[src/rtl/bcd_seg_display_if.sv]
// Request/result bundle between a datapath field register and one multi-digit
// 7-segment display converter.
interface bcd_seg_display_if #(
    parameter int WIDTH  = 8,
    parameter int DIGITS = 3
);
    logic                  load;
    logic [WIDTH-1:0]      value;
    logic                  blink_en;
    logic                  busy;
    logic                  done;
    logic                  overflow;
    logic [4*DIGITS-1:0]   bcd;
    logic [7*DIGITS-1:0]   seg;

    modport master (output load, value, blink_en,
                    input  busy, done, overflow, bcd, seg);
    modport slave  (input  load, value, blink_en,
                    output busy, done, overflow, bcd, seg);
endinterface

[src/rtl/bcd_seg_display.sv]
// Iterative binary-to-BCD (double-dabble) converter driving DIGITS active-low
// 7-segment digits with leading-zero blanking, overflow dashes and blink.
module bcd_seg_display #(
    parameter int WIDTH     = 8,
    parameter int DIGITS    = 3,
    parameter int BLANK_LZ  = 1,
    parameter int BLINK_DIV = 25000000
) (
    input  logic              clk,
    input  logic              rst,
    bcd_seg_display_if.slave  bus
);
    // Scratch must hold every decimal digit WIDTH bits can produce, and at
    // least DIGITS nibbles so the low-digit slice always exists.
    localparam int NIB_MIN = (WIDTH * 302 + 999) / 1000 + 1;
    localparam int SN      = (NIB_MIN > DIGITS) ? NIB_MIN : DIGITS;
    localparam int CW      = $clog2(WIDTH + 1);
    localparam int BW      = $clog2(BLINK_DIV);

    // 10^DIGITS, saturated to 2^WIDTH (unreachable) when it exceeds the input range.
    function automatic logic [WIDTH:0] pow10_sat();
        logic [WIDTH+4:0] p;
        p = {{(WIDTH+4){1'b0}}, 1'b1};
        for (int i = 0; i < DIGITS; i++)
            if (p[WIDTH+4:WIDTH] == 5'd0) p = (p << 3) + (p << 1);
        return (p[WIDTH+4:WIDTH] == 5'd0) ? p[WIDTH:0] : {1'b1, {WIDTH{1'b0}}};
    endfunction

    localparam logic [WIDTH:0] OVF_LIMIT = pow10_sat();

    function automatic logic [6:0] seg7(input logic [3:0] d);
        case (d)
            4'd0: seg7 = 7'b1000000;
            4'd1: seg7 = 7'b1111001;
            4'd2: seg7 = 7'b0100100;
            4'd3: seg7 = 7'b0110000;
            4'd4: seg7 = 7'b0011001;
            4'd5: seg7 = 7'b0010010;
            4'd6: seg7 = 7'b0000010;
            4'd7: seg7 = 7'b1111000;
            4'd8: seg7 = 7'b0000000;
            4'd9: seg7 = 7'b0011000;
            default: seg7 = 7'b1111111;
        endcase
    endfunction

    function automatic logic [7*DIGITS-1:0] reset_seg();
        logic [7*DIGITS-1:0] s;
        s = (BLANK_LZ != 0) ? {DIGITS{7'b1111111}} : {DIGITS{7'b1000000}};
        s[6:0] = 7'b1000000;
        return s;
    endfunction

    typedef enum logic [1:0] {IDLE, SHIFT, UPDATE} state_t;

    state_t              state;
    logic [WIDTH-1:0]    sreg;
    logic [4*SN-1:0]     scratch;
    logic [CW-1:0]       cnt;
    logic                ovf_pend;
    logic                busy_r;
    logic                done_r;
    logic                ovf_r;
    logic [4*DIGITS-1:0] bcd_r;
    logic [7*DIGITS-1:0] seg_r;
    logic [BW-1:0]       blink_cnt;
    logic                phase;

    logic [4*SN-1:0]     adj;
    logic [4*SN-1:0]     scratch_nxt;
    logic [7*DIGITS-1:0] seg_nxt;
    logic                lead;

    always_comb begin
        adj = scratch;
        for (int i = 0; i < SN; i++)
            if (scratch[4*i +: 4] >= 4'd5) adj[4*i +: 4] = scratch[4*i +: 4] + 4'd3;
        scratch_nxt = (adj << 1) | {{(4*SN-1){1'b0}}, sreg[WIDTH-1]};
    end

    // Walk from the top digit down; blanking stops at the first nonzero digit.
    always_comb begin
        seg_nxt = '1;
        lead    = 1'b1;
        for (int d = DIGITS - 1; d >= 0; d--) begin
            if (ovf_pend)
                seg_nxt[7*d +: 7] = 7'b0111111;
            else if (BLANK_LZ != 0 && lead && d != 0 && scratch[4*d +: 4] == 4'd0)
                seg_nxt[7*d +: 7] = 7'b1111111;
            else begin
                seg_nxt[7*d +: 7] = seg7(scratch[4*d +: 4]);
                lead              = 1'b0;
            end
        end
    end

    always_ff @(posedge clk) begin
        if (rst) begin
            state     <= IDLE;
            sreg      <= '0;
            scratch   <= '0;
            cnt       <= '0;
            ovf_pend  <= 1'b0;
            busy_r    <= 1'b0;
            done_r    <= 1'b0;
            ovf_r     <= 1'b0;
            bcd_r     <= '0;
            seg_r     <= reset_seg();
            blink_cnt <= '0;
            phase     <= 1'b0;
        end else begin
            done_r <= 1'b0;
            case (state)
                IDLE: if (bus.load) begin
                    sreg     <= bus.value;
                    scratch  <= '0;
                    cnt      <= CW'(WIDTH);
                    ovf_pend <= ({1'b0, bus.value} >= OVF_LIMIT);
                    busy_r   <= 1'b1;
                    state    <= SHIFT;
                end
                SHIFT: begin
                    scratch <= scratch_nxt;
                    sreg    <= sreg << 1;
                    cnt     <= cnt - CW'(1);
                    if (cnt == CW'(1)) state <= UPDATE;
                end
                UPDATE: begin
                    bcd_r  <= scratch[4*DIGITS-1:0];
                    seg_r  <= seg_nxt;
                    ovf_r  <= ovf_pend;
                    done_r <= 1'b1;
                    busy_r <= 1'b0;
                    state  <= IDLE;
                end
                default: state <= IDLE;
            endcase

            if (!bus.blink_en) begin
                blink_cnt <= '0;
                phase     <= 1'b0;
            end else if (blink_cnt == BW'(BLINK_DIV - 1)) begin
                blink_cnt <= '0;
                phase     <= ~phase;
            end else begin
                blink_cnt <= blink_cnt + BW'(1);
            end
        end
    end

    assign bus.busy     = busy_r;
    assign bus.done     = done_r;
    assign bus.overflow = ovf_r;
    assign bus.bcd      = bcd_r;
    assign bus.seg      = phase ? '1 : seg_r;
endmodule
[src/flat_wrapper.sv]
// flat-port wrapper written by rule: the top's interface ports become plain ports
module bcd_seg_display_flat 
#(
    parameter int WIDTH     = 8,
    parameter int DIGITS    = 3,
    parameter int BLANK_LZ  = 1,
    parameter int BLINK_DIV = 25000000
)
  (clk, rst, bus_load, bus_value, bus_blink_en, bus_busy, bus_done, bus_overflow, bus_bcd, bus_seg);
  bcd_seg_display_if #(.WIDTH(WIDTH), .DIGITS(DIGITS)) bus_i ();
  input  logic clk;
  input  logic rst;
  input wire logic [$bits(bus_i.load)-1:0] bus_load;
  input wire logic [$bits(bus_i.value)-1:0] bus_value;
  input wire logic [$bits(bus_i.blink_en)-1:0] bus_blink_en;
  output wire logic [$bits(bus_i.busy)-1:0] bus_busy;
  output wire logic [$bits(bus_i.done)-1:0] bus_done;
  output wire logic [$bits(bus_i.overflow)-1:0] bus_overflow;
  output wire logic [$bits(bus_i.bcd)-1:0] bus_bcd;
  output wire logic [$bits(bus_i.seg)-1:0] bus_seg;
  assign bus_i.load = bus_load;
  assign bus_i.value = bus_value;
  assign bus_i.blink_en = bus_blink_en;
  assign bus_busy = bus_i.busy;
  assign bus_done = bus_i.done;
  assign bus_overflow = bus_i.overflow;
  assign bus_bcd = bus_i.bcd;
  assign bus_seg = bus_i.seg;
  bcd_seg_display #(.WIDTH(WIDTH), .DIGITS(DIGITS), .BLANK_LZ(BLANK_LZ), .BLINK_DIV(BLINK_DIV)) u_core (.clk(clk), .rst(rst), .bus(bus_i));
endmodule
[config.mk]
export PLATFORM = sky130hd
export DESIGN_NAME = bcd_seg_display_flat
export DESIGN_NICKNAME = d
export VERILOG_FILES = /design/src/rtl/bcd_seg_display_if.sv /design/src/rtl/bcd_seg_display.sv /design/src/flat_wrapper.sv
export SDC_FILE = /design/constraint.sdc
export NUM_CORES = 1
export LEC_CHECK = 0
export BUFFER_PORTS_ARGS = -buffer_cell sky130_fd_sc_hd__buf_2
export CORE_MARGIN = 5
export CORE_UTILIZATION = 45
export CTS_CLUSTER_SIZE = 14
export DETAILED_ROUTE_END_ITERATION = 7
export GPL_ROUTABILITY_DRIVEN = 0
export HOLD_SLACK_MARGIN = 0.03
export PLACE_DENSITY_LB_ADDON = 0.05
export SETUP_SLACK_MARGIN = 0.1
export SLEW_MARGIN = 10
export SYNTH_ARGS = -nofsm -noshare
export SYNTH_HDL_FRONTEND = slang
export SYNTH_SLANG_ARGS = --single-unit
[constraint.sdc]
create_clock -name clk -period 3.3 [get_ports clk]
set_input_delay 0.825 -clock clk [delete_from_list [all_inputs] [get_ports clk]]
set_output_delay 0.825 -clock clk [all_outputs]
set_load 0.005 [all_outputs]
==> results of run 1 <==
[per-stage QoR]
step,setup slack (ns),std cells
2_1_floorplan,0.772,547
3_3_place_gp,0.623,708
3_5_place_dp,0.549,708
4_1_cts,0.754,724
5_1_grt,0.499,724
6_report,0.763,724
[worst paths after layout]
path	slack, ns	cells past startpoint	to	from
worst max register to register	0.76	10	flip-flop	u_core.scratch[1]$_SDFFE_PP0N_
worst max-delay path	0.76	10	flip-flop	u_core.scratch[1]$_SDFFE_PP0N_
worst min register to register	0.44	1	u_core.seg_r[14]$_SDFFE_PP1P_	flip-flop
worst min-delay path	0.44	1	u_core.seg_r[14]$_SDFFE_PP1P_	flip-flop
[per-layer routing]
metal,global-route usage (%),up-vias
li1,-,1963
met1,20.8,1778
met2,29.0,53
met4,5.53,0
met5,0,-
met3,4.77,15
[layout by cell type (no fill, tap or decap), types with 4 or more instances in the layout]
cell type	n
sky130_fd_sc_hd__ha_1	24
sky130_fd_sc_hd__a2bb2oi_1	5
sky130_fd_sc_hd__nand2b_1	12
sky130_fd_sc_hd__o22a_1	17
sky130_fd_sc_hd__nor2_1	49
sky130_fd_sc_hd__nand2_1	59
sky130_fd_sc_hd__o21ai_0	21
sky130_fd_sc_hd__or3_1	7
sky130_fd_sc_hd__nand3_1	14
sky130_fd_sc_hd__mux2i_1	6
sky130_fd_sc_hd__inv_1	24
sky130_fd_sc_hd__buf_4	9
sky130_fd_sc_hd__a31oi_1	4
sky130_fd_sc_hd__buf_2	46
sky130_fd_sc_hd__nor3_1	9
sky130_fd_sc_hd__nor2b_1	5
sky130_fd_sc_hd__a21oi_1	42
sky130_fd_sc_hd__clkbuf_8	9
sky130_fd_sc_hd__or2_2	23
sky130_fd_sc_hd__xor2_1	12
sky130_fd_sc_hd__nand4_1	5
sky130_fd_sc_hd__and3_1	7
sky130_fd_sc_hd__dfxtp_1	101
sky130_fd_sc_hd__o221a_2	4
sky130_fd_sc_hd__xnor2_1	9
[where the power goes]
part | switching [mW] | total, mW | internal, mW
sequential | 0.0155 | 1.25 | 1.24
clock | 0.461 | 0.744 | 0.283
combinational | 0.0701 | 0.114 | 0.0443
total | 0.546 | 2.11 | 1.56
[kinds of logic after synthesis]
kind of cell	after synthesis
and+or+nand+nor	204
buffers and inverters	57
adders and majority gates	24
other	1
muxes	6
DFF	101
xor gates and xnor gates	21
AOI/OAI and AO/OA	133
[final cells by class]
class                           count  area, sq um
Fill cell                        1008         5060
Multi-Input combinational cell    389         2530
Sequential cell                   101         2020
Timing Repair Buffer               55          298
Tap cell                          136          170
Clock buffer                        9          124
Inverter                           27          109
Clock inverter                      7         57.6
==> Implementation_results.wiki, run 1 <==
{| class="wikitable"
! Metric !! Value
|-
| Leakage || 2.05 nW
|-
| Layout cells sized above 1 || 19.0%
|-
| Area fraction in compound gates after synthesis || 20.4%
|-
| Endpoints failing setup || 0
|-
| Post-detailed-routing wire length || 10400 um
|-
| EDFF count, synth || 0
|-
| Cell-by-cell trace of the critical path || inv_1 > ha_1 > nand2b_1 > nor3b_1 > o21ai_0 > nand2_1 > inv_1 > ha_1 > mux2i_1 > o22a_1
|-
| Root Buffer || sky130_fd_sc_hd__clkbuf_8
|-
| DRC violations left || 0
|-
| IO buf count || 46
|-
| Cell area after layout || 5310 sq um
|-
| Wire length on met3 || 415 um
|-
| Tot Pwr || 2.11 mW
|-
| Post-synth net total || 583
|-
| Global router's overall resource usage || 17.0%
|-
| CP endpoint kind || flip-flop
|-
| Fin crit share || 76.9%
|-
| Synth Instances || 547
|-
| Area share of and/or/nand/nor cells after synthesis || 20.8%
|-
| Final core area utilization || 51.2%
|-
| Number of hold-repair buffers added at the cts stage || 0
|-
| Clk slew on worst S/H paths || 0.10 ns
|-
| TritonCTS clock tree || done
|-
| Worst-case clock buffer depth || 2
|-
| Launching element type of the critical path || flip-flop
|-
| Fraction of registers with async set or reset after synthesis || 0%
|-
| Final global-route overflow total || 0
|-
| TritonCTS sink count || 101
|-
| Ports placed on the boundary || 48
|-
| Count of maximum capacitance violations || 0
|-
| Post-synthesis cell type count || 63
|-
| Setup TNS || 0 ns
|-
| Routed wire length per instance || 14.4 um
|-
| Starting Density || 46.4%
|-
| Top cell type by total area after synthesis || sky130_fd_sc_hd__dfxtp_1
|-
| Met2 wire length || 5040 um
|-
| Vias in the first global route || 3866
|-
| Die X || 113 um
|-
| Minimum clock period || 2.54 ns
|-
| Power Density || 397 nW/um^2
|-
| DR top layer || met4
|-
| Type of the worst setup path || reg -> reg
|-
| Skew-Pair Late Insertion Delay || 0.38 ns
|-
| Dpl cell area || 5130 sq um
|-
| Worst EP required || 3.58 ns
|-
| Synth top area cells || sky130_fd_sc_hd__dfxtp_1 42%, sky130_fd_sc_hd__ha_1 6.2%, sky130_fd_sc_hd__nand2_1 4.6%, sky130_fd_sc_hd__a21oi_1 4.4%, sky130_fd_sc_hd__nor2_1 3.8%
|-
| Floorplan die area || 12900 sq um
|-
| Count of buffers added by post-CTS timing repair for setup || 0
|-
| Hold slack || 0.443 ns
|-
| Primary FF master, synth || sky130_fd_sc_hd__dfxtp_1
|-
| Resized cells post-CTS || 0
|-
| Transition time at the pin with the least slew margin || 0.776 ns
|-
| Total number of vias || 3809
|-
| Number of levels the H-tree was split into || 3
|-
| Largest net degree at the start of global routing || 27
|-
| Most frequent cells after synthesis || 101 x sky130_fd_sc_hd__dfxtp_1, 59 x sky130_fd_sc_hd__nand2_1, 49 x sky130_fd_sc_hd__nor2_1
|-
| Wire length of the first global-routing pass || 17900 um
|-
| Fraction of synthesized area in multiplexers || 1.25%
|-
| Number of hold violations in the final report || 0
|-
| Count of inserted antenna diode cells || 0
|-
| Detailed-route vias per instance || 5.26
|-
| Fmax || 394 MHz
|-
| Met1 WL || 4800 um
|-
| Arrival time reported for the critical path endpoint || 2.82 ns
|-
| Adder-cell share of the synthesized area || 6.24%
|-
| Most common cell in the netlist || sky130_fd_sc_hd__dfxtp_1
|-
| XOR/XNOR Fraction of Synth Area || 3.82%
|-
| Clock buffers created by TritonCTS || 9
|-
| Die height || 113 um
|-
| CP max stage delay || 0.50 ns
|-
| Worst IR drop on VDD || 0.311 mV
|-
| Number of pins with negative max-slew slack in the final report || 0
|-
| Proportion of netlist area held by the largest area contributor || 42.0%
|-
| Mapped Area || 4820 sq um
|-
| Area of the core || 10400 sq um
|-
| RSZ-0062 raised after global routing || no
|-
| Iteration-0 DRC count of the detailed router || 166
|-
| Number of flip-flops and latches in the synthesized netlist || 101
|-
| Syn. warnings || 0
|-
| Initial antenna violation count || 0
|-
| Detail Route Antenna Nets || 0
|-
| Final #Nets || 619
|-
| Dominant combinational cell family by area after synthesis || simple AND/OR/NAND/NOR gates
|-
| 1st-pass router iterations || 4
|-
| Clock Skews || 0.00980 ns
|-
| Result of the run || complete, no violations
|-
| Worst path bufs/invs || 2
|-
| Share of the yosys chip area belonging to registers || 42.0%
|-
| Slowest library cell on the worst path || sky130_fd_sc_hd__dfxtp_1
|-
| Critical path's top delay family || simple AND/OR/NAND/NOR gates
|-
| Number of core rows || 37
|-
| Average instance area after synthesis || 8.80 sq um
|-
| Largest driver fanout on the critical path || 9
|-
| Area growth from synthesis to layout || 10.3%
|-
| Slew headroom || 47.8%
|-
| Type of the tightest min-delay check || reg -> reg
|-
| Post-detail-place hpwl || 7520 um
|}
No activity file was read; power rests on OpenSTA's default activity.
==> run 2: changes to the inputs <==
- ABC_AREA: default -> 1
- clock period: 3.3 -> 2.3 ns (I/O delays scaled with it)
==> run 2 against run 1 <==
Utilization decreased by 0.46 points; highest routed layer unchanged; non-clock buffer count increased by 1; clock-buffer cell count increased by 3; clock power increased by 53%; flip-flop and latch count unchanged; register-to-register slack got worse by 0.44 ns; largest cell class unchanged; design area increased by 2.7%.
==> Implementation_results.wiki, run 2 <==
{| class="wikitable"
! Metric !! Value
|-
| Result of the run || complete, no violations
|-
| Final #Nets || 731
|-
| Worst EP required || 2.56 ns
|-
| Synth top area cells || sky130_fd_sc_hd__dfxtp_1 41%, sky130_fd_sc_hd__nand2_1 11%, sky130_fd_sc_hd__inv_1 6.4%, sky130_fd_sc_hd__ha_1 6.2%, sky130_fd_sc_hd__nand3_1 4.1%
|-
| Most common cell in the netlist || sky130_fd_sc_hd__nand2_1
|-
| 1st-pass router iterations || 4
|-
| Area of the core || 10700 sq um
|-
| Post-detailed-routing wire length || 11000 um
|-
| DRC violations left || 0
|-
| Detailed-route vias per instance || 4.86
|-
| Share of the yosys chip area belonging to registers || 41.5%
|-
| Global-route layer with the greatest usage || met2
|-
| Count of inserted antenna diode cells || 0
|-
| Fmax || 507 MHz
|-
| Power Density || 578 nW/um^2
|-
| Setup TNS || 0 ns
|-
| Primary FF master, synth || sky130_fd_sc_hd__dfxtp_1
|-
| Proportion of netlist area held by the largest area contributor || 41.5%
|-
| Routed wire length per instance || 13.1 um
|-
| Tot Pwr || 3.15 mW
|-
| Mapped Area || 4870 sq um
|-
| Syn. warnings || 0
|-
| Arrival time reported for the critical path endpoint || 2.24 ns
|-
| Global router's overall resource usage || 18.0%
|-
| Total number of vias || 4080
|-
| Post-detail-place hpwl || 8310 um
|-
| Iteration-0 DRC count of the detailed router || 191
|-
| Root Buffer || sky130_fd_sc_hd__clkbuf_8
|-
| Initial antenna violation count || 0
|-
| Leakage || 2.42 nW
|-
| Starting Density || 45.3%
|-
| Most frequent cells after synthesis || 149 x sky130_fd_sc_hd__nand2_1, 101 x sky130_fd_sc_hd__dfxtp_1, 83 x sky130_fd_sc_hd__inv_1
|-
| Layout cells sized above 1 || 18.2%
|-
| Highest-count cells in the layout ignoring fill and taps || 149 x sky130_fd_sc_hd__nand2_1, 100 x sky130_fd_sc_hd__dfxtp_1, 82 x sky130_fd_sc_hd__inv_1, 47 x sky130_fd_sc_hd__nor2_1, 46 x sky130_fd_sc_hd__buf_2
|-
| Largest driver fanout on the critical path || 7
|-
| Ports placed on the boundary || 48
|-
| Post-synthesis cell type count || 45
|-
| Fin crit share || 85.8%
|-
| Clock buffers created by TritonCTS || 9
|-
| RSZ-0062 raised after global routing || no
|-
| Post-Place Worst Slack || 0.142 ns
|-
| Die height || 114 um
|-
| Number of flip-flops and latches in the synthesized netlist || 101
|-
| Commonest non-fill, non-tap cell in the layout || sky130_fd_sc_hd__nand2_1
|-
| Clock Skews || 0.00975 ns
|-
| Number of pins with negative max-slew slack in the final report || 0
|-
| Count of buffers added by post-CTS timing repair for setup || 0
|-
| Number of levels the H-tree was split into || 3
|-
| Final worst setup slack || 0.326 ns
|-
| Final global-route overflow total || 0
|-
| Worst IR drop on VDD || 0.343 mV
|-
| M1 GR Usage || 22.9%
|-
| Synth Instances || 641
|-
| Worst-case clock buffer depth || 2
|-
| Wire length of the first global-routing pass || 19000 um
|-
| Detail Route Antenna Nets || 0
|-
| Top cell type by total area after synthesis || sky130_fd_sc_hd__dfxtp_1
|-
| Minimum clock period || 1.97 ns
|-
| Count of maximum capacitance violations || 0
|-
| Number of hold violations in the final report || 0
|-
| Die X || 114 um
|-
| Launching element type of the critical path || flip-flop
|-
| IO buf count || 46
|-
| Endpoints failing setup || 0
|-
| Area growth from synthesis to layout || 12.0%
|-
| Grt met3 use || 5.07%
|-
| Fraction of registers with async set or reset after synthesis || 0%
|-
| Type of the tightest min-delay check || reg -> reg
|-
| CP endpoint kind || flip-flop
|-
| Number of core rows || 38
|-
| Type of the worst setup path || reg -> reg
|-
| Skew-Pair Late Insertion Delay || 0.37 ns
|-
| Largest net degree at the start of global routing || 28
|-
| TritonCTS clock tree || done
|-
| EDFF count, synth || 0
|-
| Floorplan die area || 13000 sq um
|-
| Post-synth net total || 677
|-
| TritonCTS sink count || 101
|-
| Vias in the first global route || 3980
|-
| Clk slew on worst S/H paths || 0.09 ns
|-
| Average instance area after synthesis || 7.60 sq um
|-
| Met2 global-route usage || 30.4%
|}
run 2: cell count changes in the layout (fill, tap and decap cells not counted), moves of 11 or more:
cell                       delta
sky130_fd_sc_hd__nand3_1     +26
sky130_fd_sc_hd__nand2b_1    -11
sky130_fd_sc_hd__inv_2       +11
sky130_fd_sc_hd__nor2_2      +14
sky130_fd_sc_hd__nand4_1     +12
sky130_fd_sc_hd__o22a_1      -17
sky130_fd_sc_hd__a21oi_1     -20
sky130_fd_sc_hd__nand2_1     +90
sky130_fd_sc_hd__inv_1       +58
sky130_fd_sc_hd__or2_2       -20
run 2: power breakdown:
part | internal, mW | switching, mW | total (mW)
Sequential | 1.78 | 0.0169 | 1.80
Combinational | 0.0704 | 0.144 | 0.214
Clock | 0.557 | 0.584 | 1.14
run 2: path summary, 6_finish.rpt:
path,from,cells after the start,end,slack [ns]
min reg2reg,u_core.seg_r[18]$_SDFFE_PP1P_,2,u_core.seg_r[18]$_SDFFE_PP1P_,0.46
min,u_core.seg_r[18]$_SDFFE_PP1P_,2,u_core.seg_r[18]$_SDFFE_PP1P_,0.46
max,u_core.scratch[1]$_SDFFE_PP0N_,13,flip-flop,0.33
max reg2reg,u_core.scratch[1]$_SDFFE_PP0N_,13,flip-flop,0.33
run 2: kinds of logic (layout without fill, tap and decap cells):
family | after synthesis | in the layout | share of synthesized area [%]
flip-flops | 101 | 101 | 41.5
AND/OR/NAND/NOR | 305 | 305 | 29.1
AO/OA/AOI/OAI | 89 | 89 | 11.6
other | 1 | 1 | 0.0770
buffers and inverters | 109 | 167 | 9.40
adder cells (fa/ha/maj) | 24 | 24 | 6.16
XOR/XNOR | 12 | 12 | 2.16
run 2: metrics by stage:
step | area (sq um) | utilization, % | std cells | hold slack [ns]
after detailed placement | 5260 | 48.9 | 824 | 0.441
after CTS | 5460 | 50.8 | 839 | 0.443
after global routing | 5460 | 50.8 | 839 | 0.460
after global placement | 5260 | 48.9 | 824 | 0.439
after floorplan | 4870 | - | 641 | 0.427
final | 5460 | 50.8 | 839 | 0.458
run 2: routing by layer:
layer / vias up / part of all wire, %
met5: - / 0
met4: 0 / 0.95
met3: 7 / 3.3
met2: 52 / 48
met1: 1852 / 48
li1: 2169 / -
run 2: cell type report:
class                   count  area [sq um]
clock inverters             3          45.0
clock buffers              12           155
multi-input cells         431          2390
flip-flops and latches    101          2020
fillers                  1120          5290
repair buffers             56           305
inverters                  96           360
well taps                 140           175
run 2: timing repair:
item                       in CTS  in global routing
gates resized for setup         0                  2
setup endpoints to repair       0                  1
hold buffers                    0                  0
run 2: worst max-delay path: stages, from the launching register on:
cell	delay [ns]
sky130_fd_sc_hd__dfxtp_1	0.41
sky130_fd_sc_hd__inv_2	0.10
sky130_fd_sc_hd__ha_1	0.21
sky130_fd_sc_hd__inv_1	0.10
sky130_fd_sc_hd__o21ai_0	0.08
sky130_fd_sc_hd__nand2_1	0.07
sky130_fd_sc_hd__nand3_1	0.08
sky130_fd_sc_hd__nand2_1	0.14
sky130_fd_sc_hd__inv_1	0.09
sky130_fd_sc_hd__ha_1	0.29
sky130_fd_sc_hd__inv_1	0.05
sky130_fd_sc_hd__nand3_1	0.10
sky130_fd_sc_hd__nand3_1	0.10
sky130_fd_sc_hd__nand2_1	0.05
